<file path="config.mk">
export PLATFORM = sky130hd
export DESIGN_NAME = riscv_mem_stage
export DESIGN_NICKNAME = d
export VERILOG_FILES = /design/src/rtl/riscv_mem_stage.sv
export SDC_FILE = /design/constraint.sdc
export NUM_CORES = 1
export LEC_CHECK = 0
export BUFFER_PORTS_ARGS = -buffer_cell sky130_fd_sc_hd__buf_2
export CORE_UTILIZATION = 51
export CTS_BUF_LIST = sky130_fd_sc_hd__clkbuf_2
export CTS_CLUSTER_DIAMETER = 100
export DETAILED_ROUTE_END_ITERATION = 10
export GPL_ROUTABILITY_DRIVEN = 0
export GPL_TIMING_DRIVEN = 0
export PLACE_DENSITY = 0.92
export SYNTH_ARGS = -nofsm -noshare
export SYNTH_HDL_FRONTEND = slang
export SYNTH_SLANG_ARGS = --single-unit
</file>
<file path="constraint.sdc">
create_clock -name clk -period 2 [get_ports clk]
set_input_delay 0.1 -clock clk [delete_from_list [all_inputs] [get_ports clk]]
set_output_delay 0.1 -clock clk [all_outputs]
set_load 0.005 [all_outputs]
</file>
<file path="src/rtl/riscv_mem_stage.sv">
// rtl/riscv_mem_stage.sv - MEM stage: ALU pass-through plus load/store over a req/gnt/rvalid data bus
module riscv_mem_stage #(
    parameter int unsigned TIMEOUT_CYCLES = 0,
    parameter int unsigned CNT_W          = 8
) (
    input  logic        clk,
    input  logic        reset,
    input  logic        ex_valid,
    output logic        ex_ready,
    input  logic [31:0] ex_alu_res,
    input  logic [31:0] ex_rs2_data,
    input  logic [4:0]  ex_rd,
    input  logic        ex_rd_we,
    input  logic        ex_mem_read,
    input  logic        ex_mem_write,
    input  logic [2:0]  ex_funct3,
    output logic        dmem_req,
    output logic        dmem_we,
    output logic [31:0] dmem_addr,
    output logic [3:0]  dmem_be,
    output logic [31:0] dmem_wdata,
    input  logic        dmem_gnt,
    input  logic        dmem_rvalid,
    input  logic [31:0] dmem_rdata,
    output logic [4:0]  wb_a,
    output logic [31:0] wb_d,
    output logic        wb_e,
    output logic        mem_fault
);

    typedef enum logic [1:0] {
        S_IDLE = 2'd0,
        S_REQ  = 2'd1,
        S_RESP = 2'd2
    } state_t;

    // A zero timeout disables the watchdog; TO_LAST is the count seen on the final allowed cycle.
    localparam bit               TO_EN   = (TIMEOUT_CYCLES != 0);
    localparam logic [CNT_W-1:0] TO_LAST = CNT_W'(TIMEOUT_CYCLES - 1);
    localparam logic [CNT_W-1:0] CNT_ONE = {{(CNT_W-1){1'b0}}, 1'b1};

    state_t            state_q;
    logic [CNT_W-1:0]  cnt_q;
    logic [4:0]        rd_q;
    logic              rd_we_q;
    logic [2:0]        funct3_q;
    logic [1:0]        off_q;
    logic              dmem_req_q;
    logic              dmem_we_q;
    logic [31:0]       dmem_addr_q;
    logic [3:0]        dmem_be_q;
    logic [31:0]       dmem_wdata_q;
    logic [4:0]        wb_a_q;
    logic [31:0]       wb_d_q;
    logic              wb_e_q;
    logic              mem_fault_q;

    logic [1:0]        acc_off;
    logic [3:0]        acc_be_d;
    logic [31:0]       acc_wdata_d;
    logic              acc_misalign;
    logic              acc_f3_ok;
    logic              acc_legal;
    logic [31:0]       lane;
    logic [31:0]       load_ext;

    // Decode the incoming memory op: byte enables, replicated store data and legality.
    always_comb begin
        acc_off      = ex_alu_res[1:0];
        acc_be_d     = 4'b0000;
        acc_wdata_d  = ex_rs2_data;
        acc_misalign = 1'b0;
        case (ex_funct3[1:0])
            2'b00: begin
                acc_be_d    = 4'b0001 << acc_off;
                acc_wdata_d = {4{ex_rs2_data[7:0]}};
            end
            2'b01: begin
                acc_be_d     = 4'b0011 << acc_off;
                acc_wdata_d  = {2{ex_rs2_data[15:0]}};
                acc_misalign = acc_off[0];
            end
            2'b10: begin
                acc_be_d     = 4'b1111;
                acc_misalign = (acc_off != 2'b00);
            end
            default: ;
        endcase
        if (ex_mem_read && ex_mem_write) begin
            acc_f3_ok = 1'b0;
        end else if (ex_mem_read) begin
            acc_f3_ok = (ex_funct3 == 3'b000) || (ex_funct3 == 3'b001) || (ex_funct3 == 3'b010) ||
                        (ex_funct3 == 3'b100) || (ex_funct3 == 3'b101);
        end else begin
            acc_f3_ok = (ex_funct3 == 3'b000) || (ex_funct3 == 3'b001) || (ex_funct3 == 3'b010);
        end
        acc_legal = acc_f3_ok && !acc_misalign;
    end

    // Pick the addressed lane out of the returned word and extend it to 32 bits.
    always_comb begin
        lane = dmem_rdata >> {off_q, 3'b000};
        case (funct3_q)
            3'b000:  load_ext = {{24{lane[7]}}, lane[7:0]};
            3'b001:  load_ext = {{16{lane[15]}}, lane[15:0]};
            3'b100:  load_ext = {24'h000000, lane[7:0]};
            3'b101:  load_ext = {16'h0000, lane[15:0]};
            default: load_ext = lane;
        endcase
    end

    // Stage FSM: accept ops, run the bus handshake, retire writebacks and report faults.
    always_ff @(posedge clk) begin
        if (reset) begin
            state_q      <= S_IDLE;
            cnt_q        <= '0;
            rd_q         <= 5'd0;
            rd_we_q      <= 1'b0;
            funct3_q     <= 3'd0;
            off_q        <= 2'd0;
            dmem_req_q   <= 1'b0;
            dmem_we_q    <= 1'b0;
            dmem_addr_q  <= 32'd0;
            dmem_be_q    <= 4'd0;
            dmem_wdata_q <= 32'd0;
            wb_a_q       <= 5'd0;
            wb_d_q       <= 32'd0;
            wb_e_q       <= 1'b0;
            mem_fault_q  <= 1'b0;
        end else begin
            wb_e_q      <= 1'b0;
            mem_fault_q <= 1'b0;
            case (state_q)
                S_IDLE: begin
                    if (ex_valid) begin
                        if (!ex_mem_read && !ex_mem_write) begin
                            wb_a_q <= ex_rd;
                            wb_d_q <= ex_alu_res;
                            wb_e_q <= ex_rd_we && (ex_rd != 5'd0);
                        end else begin
                            rd_q         <= ex_rd;
                            rd_we_q      <= ex_rd_we;
                            funct3_q     <= ex_funct3;
                            off_q        <= acc_off;
                            dmem_we_q    <= ex_mem_write;
                            dmem_addr_q  <= {ex_alu_res[31:2], 2'b00};
                            dmem_be_q    <= acc_be_d;
                            dmem_wdata_q <= acc_wdata_d;
                            if (acc_legal) begin
                                state_q    <= S_REQ;
                                dmem_req_q <= 1'b1;
                                cnt_q      <= '0;
                            end else begin
                                mem_fault_q <= 1'b1;
                            end
                        end
                    end
                end
                S_REQ: begin
                    if (dmem_gnt) begin
                        dmem_req_q <= 1'b0;
                        cnt_q      <= '0;
                        state_q    <= dmem_we_q ? S_IDLE : S_RESP;
                    end else if (TO_EN && (cnt_q == TO_LAST)) begin
                        dmem_req_q  <= 1'b0;
                        mem_fault_q <= 1'b1;
                        state_q     <= S_IDLE;
                    end else begin
                        cnt_q <= cnt_q + CNT_ONE;
                    end
                end
                S_RESP: begin
                    if (dmem_rvalid) begin
                        wb_a_q  <= rd_q;
                        wb_d_q  <= load_ext;
                        wb_e_q  <= rd_we_q && (rd_q != 5'd0);
                        state_q <= S_IDLE;
                    end else if (TO_EN && (cnt_q == TO_LAST)) begin
                        mem_fault_q <= 1'b1;
                        state_q     <= S_IDLE;
                    end else begin
                        cnt_q <= cnt_q + CNT_ONE;
                    end
                end
                default: state_q <= S_IDLE;
            endcase
        end
    end

    assign ex_ready   = (state_q == S_IDLE);
    assign dmem_req   = dmem_req_q;
    assign dmem_we    = dmem_we_q;
    assign dmem_addr  = dmem_addr_q;
    assign dmem_be    = dmem_be_q;
    assign dmem_wdata = dmem_wdata_q;
    assign wb_a       = wb_a_q;
    assign wb_d       = wb_d_q;
    assign wb_e       = wb_e_q;
    assign mem_fault  = mem_fault_q;

endmodule

</file>
==> summary.txt <==
Critical path
  – CP top delay family: buffers and inverters
  – Worst path cell trace: buf_6 > buf_8 > mux2i_1 > dlygate4sd3_1 > o211ai_1 > nand3_1 > a211oi_2
  – Critical path type: flop to flop
  – WP buf/inv: 3
  – Worst Path Required: between 2000 and 3000 ps
  – Worst R2R Start: off_q[0]$_SDFFE_PP0P_
  – Depth of the worst register-to-register path: 7
  – Slowest stage delay, CP: 570 ps
  – Slowest CP cell: dlygate4sd3_1
  – Reg2Reg Setup Slack: between 15 and 20 ps
  – Max FO, Critical Path: 10
  – CP Data Arrival Time: 2630 ps
  – Startpoint Class: flop
  – RR Endpoint: wb_d[10]$_SDFFE_PP0P_
  – Critical Path Sink Type: flop

GRT
  – Met2 usage: 0.650
  – GRT Util Overall: 0.407
  – Initial antenna violation count: 0
  – GR Overflow Total: 0
  – GR peak layer: met2
  – Largest net degree at the start of global routing: 17
  – First-pass GRT wire length: 36.3 mm
  – Vias in the first global route: ~7200
  – GR Util met1: 0.453
  – M3 GR Usage: 0.147

Timing
  – PnR worst setup slack: 18.3 ps
  – Post-route clock period utilization: 0.991
  – Achievable Freq: 505 MHz
  – Final Max Slew Viols: 0
  – Period minus WS final: 1980 ps
  – Total negative slack: 0 ps
  – Slew HR: 0.562
  – Worst-case hold slack: 4.57 ps
  – Final setup viols: 0
  – Worst-Margin Slew: between 600 and 700 ps
  – Setup Skew: 40.0 ps
  – RSZ-0062 raised after global routing: false
  – Final number of hold-violating endpoints: 0

Outcome
  – Outcome: finished, final reports clean

Clock tree
  – CTS tree: done
  – Post-CTS Repair Setup Buffers: 0
  – Reg clk slew, reported paths: 230 ps
  – H-tree depth: 4
  – Clock root cell: clkbuf_2
  – Clock Path Buffers: 2
  – Cts bufs inserted: 17
  – Clock Latency Late Sink: 720 ps
  – Clock net sink count: 120

Detailed routing
  – Wire per inst: 20.1 um
  – Vias per cell: about 6.2
  – Vias: around 7500
  – Drt drc: 0
  – DRT Wirelength: 24.2 mm
  – Remaining antenna violation count after routing: 0
  – Pre-Repair DR Iteration Count: 8
  – First DRT Iteration DRCs: 997

Flow run
  – Total of max-cap violations: 0

Power and ir drop
  – Clock Power Share: 0.332
  – Int Pwr: about 0.004 W
  – Leak: 3.66 nW
  – Net Sw Power: 0.00194 W
  – Gate power share: 0.221
  – Sw Ratio: 0.327
  – Max VDD drop: about 0.00046 V
  – Cell Pwr Density: 705 nW/um^2
  – Register share of total power: 0.447

Floorplanning
  – Core ar.: 10900 sq um
  – Initial Util: 0.527
  – Die Y: 108 um
  – Die Area: 11700 sq um
  – Die W: 108 um
  – Site Rows: 38
  – IO Pins: 222

Hold path
  – Worst hold path class: input pin to flop
  – Hold wc startpoint: dmem_rdata[6]
  – Hold path cells: 4
  – Worst Hold Path EP: wb_d[6]$_SDFFE_PP0P_

Final layout
  – Commonest non-fill, non-tap cell in the layout: buf_2
  – Final Cell Area: between 8000 and 9000 sq um
  – Ant. Diodes: 0
  – Syn-to-layout area delta: 45.9%
  – Final #Nets: 1162
  – Most frequent cells in the layout: 235 x buf_2, 147 x nand2_1, 117 x dfxtp_1
  – Fillers: around 700
  – Ratio of cells with drive above 1 in the final layout: 0.296

Yosys
  – Gate Count Post-Synth: 707
  – Yosys reg bits: 120
  – Avg Synthesized Cell Area: 8.16 sq um
  – Cell accounting for the most synthesized area: dfxtp_1
  – Top-area cell type share of the netlist area: 0.416
  – Number of synthesized flops with an enable pin: 0
  – Sequential cell area fraction in the yosys report: 0.416
  – YS warnings: 0
  – Post-synth top flop: dfxtp_1
  – Syn Std Cell Area: 5770 sq um
  – Area contributors post-synth: dfxtp_1 42%, nand2_1 9.6%, a21oi_1 5.2%
  – Number of distinct library cells after synthesis: 51
  – Async set or reset register ratio after synthesis: 0

Place
  – Post-DP Area: around 7000 sq um
  – Setup slack at placement: -129 ps
  – Port Buffers: 216
  – Post-DP HPWL: 14.2 mm
cells by family (layout without fill, tap and decap cells):
logic type                 after synthesis  after routing  synth area share
muxes                                   26             26            0.0488
buffers and inverters                   79            431            0.0701
and+or+nand+nor                        273            273             0.203
adders and majority gates                3              3           0.00651
AOI/OAI and AO/OA                      205            205             0.254
DFF                                    120            120             0.416
other                                    1              2          0.000650
power by group through the flow:
stage / registers [W] / logic [W] / clock network [W]
after floorplan: 0.00269 / 0.000573 / 0
after global placement: 0.00268 / 0.00102 / 0
after detailed placement: 0.00268 / 0.00104 / 0
after CTS: 0.00264 / 0.00120 / 0.00191
after global routing: 0.00267 / 0.00140 / 0.00208
final: 0.00265 / 0.00131 / 0.00197
cell type report:
class                   count  area, sq um  area share
repair buffers            320         2120       0.252
multi-input cells         509         3000       0.356
plain buffers              67          372      0.0441
well taps                 140          175      0.0208
inverters                  12         45.0     0.00535
clock inverters            15          213      0.0253
clock buffers              17         85.1      0.0101
flip-flops and latches    120         2410       0.286
sequential cells by signal, indices dropped and copies added, names as in the netlist:
name,cells
dmem_wdata,32
wb_d,32
dmem_addr,30
rd_q,5
wb_a,5
dmem_be,4
funct3_q,3
off_q,2
state_q,2
dmem_req,1
dmem_we,1
mem_fault,1
rd_we_q,1
wb_e,1
through the flow:
step	instances	power, W	utilization
floorplan	708	0.00327	-
global placement	1064	0.00369	0.643
detailed placement	1064	0.00372	0.643
CTS	1199	0.00575	0.764
global route	1200	0.00615	0.770
finish	1200	0.00594	0.770
layer usage:
metal  wire (um)  vias to the layer above
li1            -                     3204
met1        8450                     3327
met2       10900                      721
met3        3030                      215
met4        1790                        0
met5           0                        -
Yosys cell counts (2+ instances only):
cell type  count
mux2i_1       18
a221oi_1       8
a211oi_1      25
nand2b_1      13
a21o_1         9
nor3_1         4
a2111oi_2      2
nor2_1        79
clkbuf_1      30
or4_1          2
o21ai_0       19
o2111ai_1      2
dfxtp_1      120
inv_1         12
o311a_1        2
buf_2         20
ha_1           3
mux2_2         7
nor2b_1        2
buf_6          6
a2111oi_1      5
a311oi_1      29
nand2_1      147
buf_4         10
o211ai_1      16
nand3b_1      11
nor3b_2        2
o32ai_1        8
nand3_1        7
a21oi_1       60
a31oi_1        9
worst max path at each step:
stage | to | from | slack (ps) | cells past startpoint
after CTS | wb_d[10]$_SDFFE_PP0P_ | off_q[0]$_SDFFE_PP0P_ | 20 | 7
final | wb_d[10]$_SDFFE_PP0P_ | off_q[0]$_SDFFE_PP0P_ | 20 | 7
after detailed placement | dmem_wdata[30]$_SDFFE_PP0P_ | ex_funct3[1] | -130 | 8
after global placement | dmem_wdata[23]$_SDFFE_PP0P_ | ex_funct3[1] | -30 | 8
after global routing | wb_d[10]$_SDFFE_PP0P_ | off_q[0]$_SDFFE_PP0P_ | 4 | 7
after floorplan | wb_d[15]$_SDFFE_PP0P_ | off_q[1]$_SDFFE_PP0P_ | 470 | 5
timing repair:
| item | 4_1_cts | 5_1_grt |
|---|---|---|
| resized for setup | 0 | 19 |
| hold buffers | 103 | 1 |
| hold endpoints to repair | 120 | 1 |
| endpoints found under the setup margin | 0 | 30 |
worst min-delay path: cells and delay by family:
family / cells / cell delay (ps)
mux: 1 / 140
compound gates: 2 / 320
buf+inv: 1 / 90
No activity file was read; power rests on OpenSTA's default activity.
